===== src/rtl/timer_pkg.sv =====
// Shared definitions for the timer: register map, CTRL/STATUS bit positions,
// FSM encoding and the per-tick counter event classification.
package timer_pkg;

    localparam logic [1:0] ADDR_CTRL    = 2'd0;
    localparam logic [1:0] ADDR_COMPARE = 2'd1;
    localparam logic [1:0] ADDR_COUNT   = 2'd2;
    localparam logic [1:0] ADDR_STATUS  = 2'd3;

    localparam int CTRL_ENABLE      = 0;
    localparam int CTRL_AUTO_RELOAD = 1;
    localparam int CTRL_IRQ_EN      = 2;
    localparam int CTRL_BITS        = 3;

    localparam int STAT_MATCH = 0;
    localparam int STAT_OVF   = 1;
    localparam int STAT_BITS  = 2;

    typedef enum logic [1:0] {
        ST_IDLE = 2'd0,
        ST_RUN  = 2'd1,
        ST_DONE = 2'd2
    } timer_state_e;

    typedef enum logic [1:0] {
        EV_NONE  = 2'd0,
        EV_INC   = 2'd1,
        EV_MATCH = 2'd2,
        EV_WRAP  = 2'd3
    } count_event_e;

    // Compare match outranks wrap: a count of all-ones equal to COMPARE is a match.
    function automatic count_event_e classify_tick(input logic is_match, input logic is_max);
        if (is_match) begin
            return EV_MATCH;
        end else if (is_max) begin
            return EV_WRAP;
        end
        return EV_INC;
    endfunction

endpackage


===== src/rtl/tick_sync.sv =====
// Synchroniser plus rising-edge detector for an asynchronous divided clock;
// emits a registered one-cycle tick_pulse per rising edge of tick_in.
module tick_sync #(
    parameter int SYNC_STAGES = 2
) (
    input  logic clk_in,
    input  logic reset_n,
    input  logic tick_in,
    output logic tick_pulse
);

    logic [SYNC_STAGES-1:0] sync_q, sync_d;
    logic                   prev_q, prev_d;
    logic                   pulse_q, pulse_d;

    always_comb begin
        sync_d  = {sync_q[SYNC_STAGES-2:0], tick_in};
        prev_d  = sync_q[SYNC_STAGES-1];
        pulse_d = sync_q[SYNC_STAGES-1] & ~prev_q;
    end

    // NOTE: sequential state uses non-blocking assignments so every flop samples pre-edge values.
    always_ff @(posedge clk_in) begin
        if (!reset_n) begin
            sync_q  <= '0;
            prev_q  <= 1'b0;
            pulse_q <= 1'b0;
        end else begin
            sync_q  <= sync_d;
            prev_q  <= prev_d;
            pulse_q <= pulse_d;
        end
    end

    assign tick_pulse = pulse_q;

endmodule


===== src/rtl/timer_unit.sv =====
// Programmable timer: counts synchronised pre-scaler ticks, raises compare-match
// and overflow flags, and exposes CTRL/COMPARE/COUNT/STATUS through a register port.
module timer_unit
    import timer_pkg::*;
#(
    parameter int WIDTH       = 16,
    parameter int SYNC_STAGES = 2
) (
    input  logic             clk_in,
    input  logic             reset_n,
    input  logic             tick_in,
    input  logic             wr_en,
    input  logic             rd_en,
    input  logic [1:0]       addr,
    input  logic [WIDTH-1:0] wr_data,
    output logic [WIDTH-1:0] rd_data,
    output logic             irq
);

    timer_state_e         state_q, state_d;
    logic [CTRL_BITS-1:0] ctrl_q, ctrl_d;
    logic [WIDTH-1:0]     compare_q, compare_d;
    logic [WIDTH-1:0]     count_q, count_d;
    logic [STAT_BITS-1:0] status_q, status_d;
    logic [WIDTH-1:0]     rd_data_q, rd_data_d;

    logic         tick_pulse;
    logic         wr_ctrl, wr_compare, wr_count, wr_status;
    logic         stop_wr;
    logic         count_tick;
    count_event_e tick_event;

    tick_sync #(
        .SYNC_STAGES(SYNC_STAGES)
    ) u_tick_sync (
        .clk_in    (clk_in),
        .reset_n   (reset_n),
        .tick_in   (tick_in),
        .tick_pulse(tick_pulse)
    );

    assign wr_ctrl    = wr_en && (addr == ADDR_CTRL);
    assign wr_compare = wr_en && (addr == ADDR_COMPARE);
    assign wr_count   = wr_en && (addr == ADDR_COUNT);
    assign wr_status  = wr_en && (addr == ADDR_STATUS);
    assign stop_wr    = wr_ctrl && !wr_data[CTRL_ENABLE];

    // A COUNT load or a disabling CTRL write swallows a coincident tick entirely.
    assign count_tick = (state_q == ST_RUN) && tick_pulse && !wr_count && !stop_wr;

    always_comb begin
        // NOTE: every combinational output gets a default first so no latch is inferred.
        tick_event = EV_NONE;
        if (count_tick) begin
            tick_event = classify_tick(count_q == compare_q, count_q == {WIDTH{1'b1}});
        end
    end

    always_comb begin
        state_d = state_q;
        if (wr_ctrl) begin
            state_d = wr_data[CTRL_ENABLE] ? ST_RUN : ST_IDLE;
        end else if (tick_event == EV_MATCH && !ctrl_q[CTRL_AUTO_RELOAD]) begin
            state_d = ST_DONE;
        end
    end

    always_comb begin
        ctrl_d = ctrl_q;
        if (wr_ctrl) begin
            ctrl_d = wr_data[CTRL_BITS-1:0];
        end else if (tick_event == EV_MATCH && !ctrl_q[CTRL_AUTO_RELOAD]) begin
            ctrl_d[CTRL_ENABLE] = 1'b0;
        end

        compare_d = wr_compare ? wr_data : compare_q;

        count_d = count_q;
        if (wr_count) begin
            count_d = wr_data;
        end else begin
            case (tick_event)
                EV_INC:   count_d = count_q + 1'b1;
                EV_WRAP:  count_d = '0;
                EV_MATCH: count_d = ctrl_q[CTRL_AUTO_RELOAD] ? '0 : count_q;
                default:  count_d = count_q;
            endcase
        end

        // Write-one-to-clear first, hardware set last so a new event survives a clear.
        status_d = status_q;
        if (wr_status) begin
            status_d = status_q & ~wr_data[STAT_BITS-1:0];
        end
        if (tick_event == EV_MATCH) begin
            status_d[STAT_MATCH] = 1'b1;
        end
        if (tick_event == EV_WRAP) begin
            status_d[STAT_OVF] = 1'b1;
        end
    end

    always_comb begin
        rd_data_d = rd_data_q;
        if (rd_en) begin
            rd_data_d = '0;
            case (addr)
                ADDR_CTRL:    rd_data_d[CTRL_BITS-1:0] = ctrl_q;
                ADDR_COMPARE: rd_data_d = compare_q;
                ADDR_COUNT:   rd_data_d = count_q;
                ADDR_STATUS:  rd_data_d[STAT_BITS-1:0] = status_q;
                default:      rd_data_d = '0;
            endcase
        end
    end

    always_ff @(posedge clk_in) begin
        if (!reset_n) begin
            state_q   <= ST_IDLE;
            ctrl_q    <= '0;
            compare_q <= '0;
            count_q   <= '0;
            status_q  <= '0;
            rd_data_q <= '0;
        end else begin
            state_q   <= state_d;
            ctrl_q    <= ctrl_d;
            compare_q <= compare_d;
            count_q   <= count_d;
            status_q  <= status_d;
            rd_data_q <= rd_data_d;
        end
    end

    assign rd_data = rd_data_q;
    assign irq     = status_q[STAT_MATCH] & ctrl_q[CTRL_IRQ_EN];

endmodule


===== config.mk =====
export PLATFORM = sky130hd
export DESIGN_NAME = timer_unit
export DESIGN_NICKNAME = d
export VERILOG_FILES = /design/src/rtl/timer_pkg.sv /design/src/rtl/tick_sync.sv /design/src/rtl/timer_unit.sv
export SDC_FILE = /design/constraint.sdc
export NUM_CORES = 1
export LEC_CHECK = 0
export ABC_CLOCK_PERIOD_IN_PS = 3100
export CAP_MARGIN = 40
export CORE_AREA = 2 2 83 85
export CTS_CLUSTER_DIAMETER = 80
export CTS_CLUSTER_SIZE = 28
export DETAILED_ROUTE_END_ITERATION = 7
export DIE_AREA = 0 0 85 87
export PLACE_DENSITY = 0.68
export SLEW_MARGIN = 0
export SYNTH_ARGS = -nofsm -noshare
export SYNTH_HDL_FRONTEND = slang
export SYNTH_SLANG_ARGS = --single-unit

===== constraint.sdc =====
create_clock -name clk_in -period 3.1 [get_ports clk_in]
set_input_delay 0.465 -clock clk_in [delete_from_list [all_inputs] [get_ports clk_in]]
set_output_delay 0.465 -clock clk_in [all_outputs]
set_load 0.05 [all_outputs]

### Word-level counts from Yosys, hierarchy flattened

Cells that the tools add are included.

| operators by class | value |
|---|---|
| divide/modulo/power cells | 0 |
| reduce and logical (&&, ||, !) cells | 19 |
| $add $sub $neg | 1 |
| equal/unequal tests | 10 |
| $mul | 0 |
| order comparisons | 0 |
| bitwise operators | 5 |
| multiplexer cells | 21 |
| shift-type cells | 0 |

Operators with widths:

| operator | count |
|---|---|
| $pmux W16 S3 | 1 |
| $mux W16 | 2 |
| $pmux W13 S2 | 1 |
| $add A16 B1 Y16 const B | 1 |
| $eq A16 B16 Y1 | 1 |
| $eq A16 B16 Y1 const B | 1 |
| $mux W2 | 7 |
| $logic_and A1 B1 Y1 | 9 |
| $eq A2 B2 Y1 const B | 4 |
| $mux W1 | 8 |
| $pmux W2 S4 | 1 |
| $eq A2 B1 Y1 const B | 3 |
| $reduce_bool A2 Y1 | 3 |
| $logic_not A1 Y1 | 4 |
| $reduce_bool A4 Y1 | 1 |
| $ne A3 B3 Y1 const B | 1 |
| $pmux W1 S3 | 1 |
| $and A1 B1 Y1 | 2 |
| $and A2 B2 Y2 | 1 |
| $logic_not A2 Y1 | 1 |
| $not A2 Y2 | 1 |
| $reduce_and A2 Y1 | 1 |
| $not A1 Y1 | 1 |

| storage, ports and cells | value |
|---|---|
| memories | 0 |
| register bits after elaboration | 59 |
| latch bits | 0 |
| RAM bits | 0 |
| memory bits (read-only) | 0 |
| output and inout port bits | 17 |
| logic and storage cells | 67 |

### Longest topological paths before layout

| depth | value |
|---|---|
| depth after elaboration | 12 |
| mapped depth | 10 |
| mapped depth without buffers | 8 |

### Modules after synthesis

From an unflattened synthesis, not the netlist that was laid out.

| second synthesis, totals | value |
|---|---|
| cell total of the unflattened synthesis | 393 |
| area total of the unflattened synthesis | 3096.7 um^2 |

Modules (own cells, without submodules):

| module | cells each | area each (um^2) | instances |
|---|---|---|---|
| timer_unit | 385 | 2985.4 | 1 |
| tick_sync | 8 | 111.4 | 1 |

### Least setup slack after synthesis

OpenSTA, ideal clock, no wires.

| path | value |
|---|---|
| path kind | reg-to-reg |
| start point | register count_q[0] |
| end point | register count_q[3] |
| path slack | 736 ps |
| arrival time | 2247 ps |
| buffers on the path | 0 |
| clock period less this slack | 2364 ps |
| library setup time | 117 ps |
| cell stages (with the launch flop) | 8 |
| path through | dfxtp_1 > ha_1 > nand3_2 > or4_4 > nor4_4 > nor3_2 > a32o_1 > a22o_1 |

| between the ends | value |
|---|---|
| word-level cells in the longest chain between the ends | 9 |

Ends and longest elaborated chain:

| item | line | source |
|---|---|---|
| start, declared | timer_unit.sv:23 | `logic [WIDTH-1:0] count_q, count_d;` |
| start signal, assigned | timer_unit.sv:129 | `count_q <= count_d;` |
| $eq A16 B16 Y1 | timer_unit.sv:55 | `tick_event = classify_tick(count_q == compare_q, count_q == {WIDTH{1'b1}});` |
| $mux W1 | timer_pkg.sv:36 | `end else if (is_max) begin` |
| $mux W1 | timer_pkg.sv:34 | `if (is_match) begin` |
| $mux W1 | timer_unit.sv:54 | `if (count_tick) begin` |
| $mux W2 | timer_pkg.sv:39 | `return EV_INC;` |
| $mux W2 | timer_unit.sv:54 |  |
| $eq A2 B2 Y1 or $eq A2 B1 Y1 (tied branches) | timer_unit.sv:82 | `case (tick_event)` |
| $pmux W16 S3, or another cell as far along | timer_unit.sv:82 |  |
| $mux W16 or $reduce_and A2 Y1 (tied branches) | -- |  |

Parallel ways exist; a longest one is shown, timed or not. The select of a mux whose other input is x is not followed.
A chain may end at the register's enable or synchronous reset.

### Final worst setup path

| path | value |
|---|---|
| start point | input port addr[0] |
| end point | register count_q[7] |

| between the ends | value |
|---|---|
| word-level cells in the longest chain between the ends | 9 |

Ends and longest elaborated chain:

| item | line | source |
|---|---|---|
| start, declared | timer_unit.sv:14 | `input logic [1:0] addr,` |
| $eq A2 B2 Y1 or $logic_not A2 Y1 (tied branches) | timer_unit.sv:44, timer_unit.sv:42 |  |
| $logic_and A1 B1 Y1 (on tied branches) | timer_unit.sv:44, timer_unit.sv:42 |  |
| $logic_not A1 Y1 or $logic_and A1 B1 Y1 (tied branches) | timer_unit.sv:49, timer_unit.sv:46 |  |
| $logic_and A1 B1 Y1 or $logic_not A1 Y1 (tied branches) | timer_unit.sv:49 | `assign count_tick = (state_q == ST_RUN) && tick_pulse && !wr_count && !stop_wr;` |
| $logic_and A1 B1 Y1 | timer_unit.sv:49 |  |
| $mux W2 | timer_unit.sv:54 |  |
| $eq A2 B2 Y1 or $eq A2 B1 Y1 (tied branches) | timer_unit.sv:82 |  |
| $pmux W16 S3, or another cell as far along | timer_unit.sv:82 |  |
| $mux W16 or $reduce_and A2 Y1 (tied branches) | -- |  |

Parallel ways exist; a longest one is shown, timed or not.

==> flow_summary.ini <==
[routing]
via_per_inst = 5.95
met2_length_mm = 3.92
drt_iter0_drc = 204
wl_mm = 8.59
highest_layer = met4
num_vias = 3021
routedWlPerCell_um = 16.9
route.detailed.drc = 0
met3WireLength_um = 539
drt-pass1-iter-count = 5
ant_nets = 0
wl_met1_mm = 3.95

[finish]
nets = 453
multi_input_area_sq_mm = 0.00171
finalInstanceArea_sq_mm = 0.00372
syn_to_final_growth_pct = 23.9
num_antenna_cells = 0
n_fill_cell = 650
seq_area_sq_mm = 0.00116
layout-drive-gt1-share_pct = 9.81
final_cell_mix = nand2_1 (59), dfxtp_1 (58), a21oi_1 (49)
final_common_cell = nand2_1

[sta]
slew_headroom_pct = 59.9
worst_pin_slew_ns = 0.596
fin_setup_tns_ns = 0
final_max_slew_viol_count = 0
finalSetupViolCount = 0
fmax_mhz = 374
clock_skew_ns = 0.00654
rsz0062_at_grt = false
hold_viol = 0
post-route-period-util_pct = 86.3
fin_crit_ns = 2.68

[worst_setup_path]
worstPathArrival_ns = 2.95
r2r_slack_ns = 0.66
worstSetupStartpointType = input port
endpoint_kind = flip-flop
crit_fanout = 7
cp_slowest_stage_delay_ns = 0.47
r2r_cells = 7
crit_chain = clkdlybuf4s50_1, inv_1, ha_1, nand2_1, o21ai_2, nor2_1, a211o_2, or3_1, a21oi_1
critPathTopFamily = compound AO/OA/AOI/OAI gates
crit_required_ns = 3.37
cp_slowest_cell = clkdlybuf4s50_1
path_class = input port to flip-flop
rr_endpoint = count_q[3]
regToRegStartpoint = count_q[0]
cp_num_buf_inv = 2

[die]
die_area_sq_mm = 0.00740
ioPinCount = 40
die_h_um = 87
start_util_pct = 45.7
die_x_um = 85
fp.coreArea_sq_mm = 0.00657
num_rows = 30

[cts]
clk_latency_ns = 0.35
cts_made_buffers = 9
path_clk_slew_ns = 0.06
post_cts_buffers = 0
cts.sinks = 58
h-tree-depth = 3
clockRootBuffer = clkbuf_8
cts_buffer_depth = 2
cts_tree = yes
cts_hold_buf = 0
cts-resized-gates = 0

[place]
gp_congestion = 1.00
placed_area_sq_mm = 0.00353
port_buffers = 39
hpwl_mm = 6.37

[grt]
gr-total-overflow = 0
grt_use_total_pct = 24.1
grt_pass1_vias = 2806
antenna_found_initial = 0
grt_pass1_wl_mm = 13.9
grt_max_degree = 38

[min_path]
whs_path_depth = 1
hold_class = flip-flop to flip-flop
hold_start = u_tick_sync.prev_q
min_to = u_tick_sync.tick_pulse

[yosys]
yosysUniqueCellTypes = 52
syn-mean-instance-area_sq_um = 7.81
yosysWarnings = 0
synth_area_sq_mm = 0.00300
yosysSeqAreaShare_pct = 38.7
synth_edf_count = 0
synthArstFlopShare_pct = 0
synth_ff_type = dfxtp_1
synth_cells = 384
syn_nets = 414
ys_seq_elements = 58

[power]
power.density_mw_per_mm2 = 451
leakage_uw = 0.00130
vdd_drop_max_mv = 0.256

[job]
maxCapViolations = 0

[status]
status = finished, final reports clean
-- cells by family (layout without fill, tap and decap cells) --
kind of cell	Yosys count	in the layout	synth area share [%]
buffers and inverters	34	78	4.42
xor gates and xnor gates	18	18	5.25
adders and majority gates	7	7	2.92
muxes	4	4	1.33
DFF	58	58	38.7
and+or+nand+nor	154	154	24.4
AOI/OAI and AO/OA	109	109	23.0
-- worst register-to-register path: cells and delay by family (launching register included) --
kind                     cells  cell delay (ns)
AO/OA/AOI/OAI                2             0.49
flip-flops                   1             0.33
AND/OR/NAND/NOR              4             1.31
adder cells (fa/ha/maj)      1             0.22
-- worst max-delay path by stage --
stage	start	to	cells after the start
floorplan	count_q[0]	count_q[3]	7
detailed placement	addr[0]	count_q[7]	9
finish	addr[0]	count_q[7]	9
global placement	addr[0]	count_q[7]	9
CTS	addr[0]	count_q[7]	9
global route	addr[1]	count_q[7]	9
-- through the flow --
stage / worst slack (ns) / cells / total power, uW / hold WS [ns] / utilization (%)
after floorplan: 0.736 / 384 / 923 / 0.367 / -
after global placement: 0.251 / 492 / 1010 / 0.372 / 53.8
after global routing: 0.322 / 508 / 1740 / 0.395 / 56.6
after CTS: 0.473 / 508 / 1680 / 0.388 / 56.6
final: 0.424 / 508 / 1680 / 0.384 / 56.6
after detailed placement: 0.138 / 492 / 1010 / 0.379 / 53.8
-- metal layers --
| metal | global-route usage, % | vias up |
|---|---|---|
| li1 | - | 1444 |
| met5 | 0 | - |
| met3 | 3.98 | 14 |
| met2 | 37.9 | 113 |
| met1 | 32.5 | 1450 |
| met4 | 11.0 | 0 |
-- registers in the layout (all words and copies together) (netlist names) --
name                    count
status_q                    2
rd_data                    16
state_q                     1
u_tick_sync.sync_q          2
u_tick_sync.tick_pulse      1
u_tick_sync.prev_q          1
count_q                    16
ctrl_q                      3
compare_q                  16
-- area by class of cell --
class	count	area share, %
inverter	6	0.606
clock inverter	6	1.55
timing repair buffer	56	14.6
tap	80	2.69
sequential	58	31.2
clock buffer	10	3.43
multi-input combinational	292	45.9
-- power by group --
group          internal (uW)  switching (uW)
clock                    365             314
sequential               764            22.0
combinational           89.0             121
total                   1220             457
-- Yosys cell counts, drive strengths merged, types with 3 or more instances --
cell type	count	area share, %
a211oi	3	0.75
a21oi	49	8.2
a222oi	4	1.3
a22oi	18	4.5
a31oi	3	0.63
and2	6	1.3
buf	4	0.63
clkbuf	24	3.0
dfxtp	58	39
ha	7	2.9
inv	6	0.75
mux2i	4	1.3
nand2	59	7.4
nand2b	3	0.63
nand3	10	1.8
nand4	6	1.3
nor2	47	5.9
nor3	4	0.83
nor4	7	2.2
o211ai	3	0.75
o21ai	11	2.0
o22ai	4	0.83
or3	3	0.71
xnor2	16	4.7
Note: power is estimated with default switching activity, not from simulation.
